$ cat config.mk
export PLATFORM = sky130hd
export DESIGN_NAME = sixteen_bit_adder
export DESIGN_NICKNAME = d
export VERILOG_FILES = /design/src/rtl/sixteen_bit_adder_pkg.sv /design/src/rtl/sixteen_bit_adder_cla4_block.sv /design/src/rtl/sixteen_bit_adder.sv
export SDC_FILE = /design/constraint.sdc
export NUM_CORES = 1
export LEC_CHECK = 0
export ABC_AREA = 1
export ABC_CLOCK_PERIOD_IN_PS = 1350
export CORE_MARGIN = 2
export CORE_UTILIZATION = 45
export CTS_CLUSTER_SIZE = 40
export DETAILED_ROUTE_END_ITERATION = 7
export PLACE_DENSITY = 0.85
export REMOVE_ABC_BUFFERS = 1
export SLEW_MARGIN = 25
export SYNTH_ARGS = -nofsm -noshare
export SYNTH_HDL_FRONTEND = slang
export SYNTH_SLANG_ARGS = --single-unit
$ cat constraint.sdc
create_clock -name clk -period 1.35 [get_ports clk]
set_input_delay 0.405 -clock clk [delete_from_list [all_inputs] [get_ports clk]]
set_output_delay 0.405 -clock clk [all_outputs]
set_load 0.01 [all_outputs]
$ cat src/rtl/sixteen_bit_adder_pkg.sv
// Shared sizing constants for the two-level carry-lookahead adder.
// The adder is built from four 4-bit lookahead groups.
package sixteen_bit_adder_pkg;

    localparam int WIDTH      = 16;
    localparam int GROUP_W    = 4;
    localparam int NUM_GROUPS = WIDTH / GROUP_W;

endpackage

$ cat src/rtl/sixteen_bit_adder_cla4_block.sv
// 4-bit carry-lookahead group: produces its sum bits from a group carry-in,
// plus the group propagate/generate terms used by the second lookahead level.
module cla4_block
    import sixteen_bit_adder_pkg::*;
(
    input  logic [GROUP_W-1:0] a,
    input  logic [GROUP_W-1:0] b,
    input  logic               ci,
    output logic [GROUP_W-1:0] sum,
    output logic               gp,
    output logic               gg
);

    logic [GROUP_W-1:0] p;
    logic [GROUP_W-1:0] g;
    logic [GROUP_W-1:0] c;

    assign p = a ^ b;
    assign g = a & b;

    // Every internal carry is a flat sum of products, so no carry ripples within the group.
    assign c[0] = ci;
    assign c[1] = g[0] | (p[0] & ci);
    assign c[2] = g[1] | (p[1] & g[0]) | (p[1] & p[0] & ci);
    assign c[3] = g[2] | (p[2] & g[1]) | (p[2] & p[1] & g[0]) | (p[2] & p[1] & p[0] & ci);

    assign sum = p ^ c;
    assign gp  = &p;
    assign gg  = g[3] | (p[3] & g[2]) | (p[3] & p[2] & g[1]) | (p[3] & p[2] & p[1] & g[0]);

endmodule

$ cat src/rtl/sixteen_bit_adder.sv
// 16-bit two-level carry-lookahead adder with registered sum and carry-out.
// Operands are unregistered; the result appears one clock after sampling.
module sixteen_bit_adder #(
    parameter int WIDTH   = sixteen_bit_adder_pkg::WIDTH,
    parameter int GROUP_W = sixteen_bit_adder_pkg::GROUP_W
) (
    input  logic [WIDTH-1:0] x,
    input  logic [WIDTH-1:0] y,
    output logic [WIDTH-1:0] s,
    output logic             cout,
    input  logic             cin,
    input  logic             clk,
    input  logic             rst_n
);
    import sixteen_bit_adder_pkg::NUM_GROUPS;

    logic [NUM_GROUPS-1:0] grpP;
    logic [NUM_GROUPS-1:0] grpG;
    logic [NUM_GROUPS:0]   grpC;
    logic [WIDTH-1:0]      sum;

    logic [WIDTH-1:0] s_d;
    logic [WIDTH-1:0] s_q;
    logic             cout_d;
    logic             cout_q;

    for (genvar gi = 0; gi < NUM_GROUPS; gi++) begin : g_grp
        cla4_block u_cla4 (
            .a   (x[gi*GROUP_W +: GROUP_W]),
            .b   (y[gi*GROUP_W +: GROUP_W]),
            .ci  (grpC[gi]),
            .sum (sum[gi*GROUP_W +: GROUP_W]),
            .gp  (grpP[gi]),
            .gg  (grpG[gi])
        );
    end

    // Second lookahead level: the group carries use the same equations as inside a group.
    assign grpC[0] = cin;
    assign grpC[1] = grpG[0] | (grpP[0] & cin);
    assign grpC[2] = grpG[1] | (grpP[1] & grpG[0]) | (grpP[1] & grpP[0] & cin);
    assign grpC[3] = grpG[2] | (grpP[2] & grpG[1]) | (grpP[2] & grpP[1] & grpG[0])
                   | (grpP[2] & grpP[1] & grpP[0] & cin);
    assign grpC[4] = grpG[3] | (grpP[3] & grpG[2]) | (grpP[3] & grpP[2] & grpG[1])
                   | (grpP[3] & grpP[2] & grpP[1] & grpG[0])
                   | (grpP[3] & grpP[2] & grpP[1] & grpP[0] & cin);

    always_comb begin
        s_d    = sum;
        cout_d = grpC[NUM_GROUPS];
    end

    always_ff @(posedge clk or negedge rst_n) begin
        if (!rst_n) begin
            s_q    <= '0;
            cout_q <= 1'b0;
        end else begin
            s_q    <= s_d;
            cout_q <= cout_d;
        end
    end

    assign s    = s_q;
    assign cout = cout_q;

endmodule

## Word level (Yosys, flattened, before mapping)

Index checks and enable logic that the tools add are counted.

| operators by class | value |
|---|---|
| bitwise operators | 130 |
| reductions and logical operators | 4 |

Operator list:

| operator | count |
|---|---|
| 1-bit bitwise AND | 72 |
| 1-bit OR | 46 |
| 4-bit XOR | 8 |
| 4-bit bitwise AND | 4 |
| 4-bit AND reduction | 4 |

| storage, ports and cells | value |
|---|---|
| register bits after elaboration | 17 |
| input port bits | 35 |
| output and inout bits | 17 |
| word-level logic and storage cells | 136 |

## Depth between registers and ports, before layout

Gate-level depths: netlist of run 1.

| logic depth | value |
|---|---|
| depth in word-level cells | 12 |
| gate-level depth with buffers | 11 |
| gate-level depth less buffers | 11 |

## Modules after synthesis

Synthesis of run 1 repeated with hierarchy kept, for this count alone.

| second synthesis, totals | value |
|---|---|
| cell total of the unflattened synthesis | 167 |
| area, all modules | 1315.0 sq um |

Modules (own cells, without submodules):

| module | times used | cells an instance | area an instance (sq um) | sequential area each (sq um) |
|---|---|---|---|---|
| sixteen_bit_adder | 1 | 37 | 504.2 | 425.4 |
| cla4_block at g_grp[2].u_cla4 ... | 2 | 33 | 203.9 | 0.0 |
| cla4_block at g_grp[0].u_cla4 ... | 2 | 32 | 201.4 | 0.0 |

## Least setup slack after synthesis of run 1

OpenSTA, ideal clock, no wires.

| path | value |
|---|---|
| path type | in2reg |
| start | in y[1] |
| end | reg s_q[9], in the netlist s[9] |
| setup time | 0.126 ns |
| data arrival time | 1.747 ns |
| data required time | 1.224 ns |
| path slack | -0.523 ns |
| stages | 8 |
| buffers on the path | 0 |
| cells stage by stage | ha_1 or2_0 nand3b_1 nand2_2 nand2_1 nand2_2 fa_1 xor2_1 |

| between the ends | value |
|---|---|
| longest elaborated chain between the ends | 10 |
| elaborated cells on any way between the ends | 16 |
| those cells by class | 15 x bitwise; 1 x reduce/logical |

RTL lines:

| what | RTL line | RTL |
|---|---|---|
| start, declared | sixteen_bit_adder.sv:8 | `input logic [WIDTH-1:0] y,` |
| 4-bit bitwise AND / 4-bit XOR (equally long branches) | sixteen_bit_adder_cla4_block.sv:19, sixteen_bit_adder_cla4_block.sv:18 |  |
| 1-bit bitwise AND | sixteen_bit_adder_cla4_block.sv:29 | `assign gg = g[3] \| (p[3] & g[2]) \| (p[3] & p[2] & g[1]) \| (p[3] & p[2] & p[1] & g[0]);` |
| 1-bit OR / 1-bit bitwise AND (equally long branches) | sixteen_bit_adder_cla4_block.sv:29 |  |
| 1-bit OR | sixteen_bit_adder_cla4_block.sv:29 |  |
| 1-bit bitwise AND | sixteen_bit_adder.sv:41 | `assign grpC[2] = grpG[1] \| (grpP[1] & grpG[0]) \| (grpP[1] & grpP[0] & cin);` |
| 1-bit OR | sixteen_bit_adder.sv:41 |  |
| 1-bit OR (*) | sixteen_bit_adder.sv:41 |  |
| 1-bit bitwise AND (*) | sixteen_bit_adder_cla4_block.sv:23 | `assign c[1] = g[0] \| (p[0] & ci);` |
| 1-bit OR (*) | sixteen_bit_adder_cla4_block.sv:23 |  |
| 4-bit XOR (*) | sixteen_bit_adder_cla4_block.sv:27 | `assign sum = p ^ c;` |
| net g_grp[2].u_cla4.sum[1] | sixteen_bit_adder_cla4_block.sv:9 | `output logic [GROUP_W-1:0] sum,` |
| end signal, assigned | sixteen_bit_adder.sv:55 | `s_q <= '0;` |
| end signal, assigned | sixteen_bit_adder.sv:58 | `s_q <= s_d;` |
| end, declared | sixteen_bit_adder.sv:23 | `logic [WIDTH-1:0] s_q;` |

The timed path passes the listed nets; every way through them passes the cells marked *.

## Worst setup path after layout of run 1

| path | value |
|---|---|
| start | in x[1] |
| end | reg s_q[9], in the netlist s[9] |

| between the ends | value |
|---|---|
| longest elaborated chain between the ends | 10 |
| elaborated cells on any way between the ends | 16 |
| those cells by class | 15 x bitwise; 1 x reduce/logical |

RTL lines:

| what | RTL line | RTL |
|---|---|---|
| start, declared | sixteen_bit_adder.sv:7 | `input logic [WIDTH-1:0] x,` |
| 4-bit bitwise AND / 4-bit XOR (equally long branches) | sixteen_bit_adder_cla4_block.sv:19, sixteen_bit_adder_cla4_block.sv:18 |  |
| 1-bit bitwise AND | sixteen_bit_adder_cla4_block.sv:29 |  |
| 1-bit OR / 1-bit bitwise AND (equally long branches) | sixteen_bit_adder_cla4_block.sv:29 |  |
| 1-bit OR | sixteen_bit_adder_cla4_block.sv:29 |  |
| 1-bit bitwise AND | sixteen_bit_adder.sv:41 |  |
| 1-bit OR | sixteen_bit_adder.sv:41 |  |
| 1-bit OR (*) | sixteen_bit_adder.sv:41 |  |
| 1-bit bitwise AND (*) | sixteen_bit_adder_cla4_block.sv:23 |  |
| 1-bit OR (*) | sixteen_bit_adder_cla4_block.sv:23 |  |
| 4-bit XOR (*) | sixteen_bit_adder_cla4_block.sv:27 |  |
| net g_grp[2].u_cla4.sum[1] | sixteen_bit_adder_cla4_block.sv:9 |  |

Marked as above.

==> results of run 1 <==
-- logic make-up after synthesis --
family / Yosys count / share of synthesized area [%]
adders and majority gates: 20 / 23.2
AOI/OAI and AO/OA: 9 / 4.56
and+or+nand+nor: 61 / 22.9
buffers and inverters: 29 / 9.02
DFF: 17 / 35.2
xor gates and xnor gates: 7 / 5.08
-- sequential cells by signal (all words and copies together), names as in the netlist --
name / flops
s: 16
cout: 1
-- repair_timing --
item | 4_1_cts | 5_1_grt
pin swaps | 37 | 31
endpoints found under the setup margin | 32 | 25
hold buffers | 0 | 0
setup buffers | 14 | 5
resized for setup | 187 | 46
-- power by group through the flow --
stage | logic (mW) | registers, mW | clock network (mW)
global placement | 0.747 | 0.641 | 0
global route | 1.12 | 0.652 | 0.338
detailed placement | 0.782 | 0.644 | 0
CTS | 0.903 | 0.634 | 0.291
floorplan | 0.275 | 0.697 | 0
finish | 1.07 | 0.646 | 0.320
-- worst paths after layout --
check / start / endpoint / slack, ns / cells past startpoint
min in group clk: x[8] / s[8] / 0.49 / 3
setup / recovery: x[1] / s[9] / -0.36 / 9
max in group asynchronous: rst_n / s[13] / 0.76 / 2
hold / removal: rst_n / s[5] / 0.39 / 2
-- critical path, cell delays in order --
cell and delay (ns):
buf_8 0.10, ha_4 0.23, or2_1 0.27, nand3b_1 0.13, nand2_2 0.10, nand2_2 0.09, nand2_2 0.09, fa_2 0.35
xor2_1 0.16
-- layout make-up --
class	instances	area (sq um)	share of cell area (%)
Multi-Input combinational cell	97	995	42.8
Timing Repair Buffer	85	726	31.2
Sequential cell	17	425	18.3
Inverter	29	114	4.90
Tap cell	30	37.5	1.62
Clock buffer	4	26.3	1.13
-- metal layers --
| layer | vias up | global-route usage, % | wire length, um |
|---|---|---|---|
| li1 | 622 | - | - |
| met2 | 133 | 56.6 | 2890 |
| met5 | - | 0 | 0 |
| met3 | 42 | 3.95 | 511 |
| met1 | 706 | 34.7 | 2180 |
| met4 | 0 | 18.1 | 383 |
-- placed cells by master, fill, tap and decap left out, types with 2 or more instances in the layout --
master and count:
buf_2 4, xor2_1 3, inv_2 3, dfrtp_1 17, nand2_2 16, xnor2_1 2
inv_1 24, nor2_4 2, nand3_1 4, clkbuf_2 12, a221oi_2 2, ha_4 13
nor2_1 3, dlygate4sd2_1 3, buf_4 31, clkbuf_4 3, nand2_1 21, clkdlybuf4s50_1 7
inv_4 2, fa_2 3, buf_6 21, ha_1 3, nand2_4 7, a21oi_1 4
xnor2_2 2, a21oi_2 2, clkdlybuf4s15_1 5, buf_8 2
==> metrics.yaml, run 1 <==
status:
  status: "complete, but fails checks"
  violations: "setup timing"
finish:
  design_area_sq_um: 2320
  nets: 288
  nFillCells: 83
  synthToLayoutAreaGrowth_pct: 92.4
  utilization_pct: 92.9
  drive_gt1_share_pct: 56.5
  final_cells: 262
  diodes: 0
timing:
  rsz0062_at_grt: "true"
  finalSetupViolCount: 16
  min_period_ns: 1.71
  finalMaxSlewViolations: 0
  layout_setup_ws_ns: -0.356
  holdWs_ns: 0.394
  fmax_ghz: 0.586
  slew_headroom_pct: 76.4
  fin_crit_sh_pct: 126
  hold_viol: 0
  fin_tns_setup_ns: -3.25
  worst_slew_pin_slew_ns: 0.354
pwr:
  share_comb_of_total_power_pct: 52.6
  powerDensity_nw_per_um2: 878
  pwr-share-clk_pct: 15.7
  ir_worst_vdd_uv: 777
  swShare_pct: 38.4
  pwr-share-seq_pct: 31.7
  p_sw_mw: 0.783
  p_leak_nw: 1.21
  total_power_mw: 2.04
  intPower_mw: 1.26
cts:
  clockRootBuffer: "clkbuf_4"
  cts_tree: "done"
  cts_buffers: 3
  cts.sink_count: 17
  clk_pin_slew_ns: 0.11
  clockBufferDepth: 2
  htree_num_levels: 1
global_routing:
  grt_pass1_wl_um: 7380
  grt_pass1_vias: 1568
  grt_overflow: 0
  grtUsageTotal_pct: 31.3
  antenna_found_initial: 0
  grt_max_degree: 18
route:
  vias_per_cell: 5.74
  totalWireLength_um: 5970
  vias: 1503
  ant_nets: 0
  drt_iter0_drc: 128
  drcViolationCount: 0
  wl_per_cell_um: 22.8
  first_pass_iters: 4
die:
  start_util_pct: 48.3
  die_area_sq_um: 3110
  rows: 18
  ios: 52
  die_w_um: 55.8
  die_h_um: 55.8
  core_area_sq_um: 2500
yosys:
  ys_seq_elements: 17
  synth.distinct_cells: 19
  yosys-top-cells-area: "dfrtp_1 35%, ha_1 17%, nand2_1 11%, inv_1 9.0%, fa_1 6.6%"
  synth_top_area_cell: "dfrtp_1"
  ys.flop_type: "dfrtp_1"
  yosysMostFrequentCell: "nand2_1"
  ys_warn_count: 0
  postSynthCellCount: 143
  ys_seq_area_share_pct: 35.2
  ys_top_cells_by_count: "36 x nand2_1, 29 x inv_1, 17 x dfrtp_1, 16 x ha_1, 8 x nand2_2"
  avgSynthCellArea_sq_um: 8.44
  synthesis.area_sq_um: 1210
  synth_edf_count: 0
  yosysTopAreaCellShare_pct: 35.2
  asyncSetResetFlopFracSynth_pct: 100
place:
  gp_congestion: 0.793
  dpl.hpwl_um: 2480
  dp_cells: 243
  place_area_sq_um: 1900
  io_buffers: 51
  detailedPlace.worstSlack_ns: -1.02
worst_setup_path:
  cp-start-kind: "primary input"
  cp_data_required_time_ns: 1.57
  worst_ep_arrival_time_ns: 1.93
  cp-end-kind: "flop"
  path_max_fanout: 3
  crit_type: "primary input to flop"
flow_run:
  maxCapViolCount: 0
min_path:
  hp-class: "primary input to asynchronous set/reset pin"
(Power assumes the default switching activity.)
==> run 2, diff against run 1 <==
--- a/config.mk
+++ b/config.mk
@@ -17,3 +17,4 @@
 export SYNTH_ARGS = -nofsm -noshare
 export SYNTH_HDL_FRONTEND = slang
 export SYNTH_SLANG_ARGS = --single-unit
+export TNS_END_PERCENT = 100
==> results of run 2 <==
Final layout, timing and power as in run 1 (identical DEF).
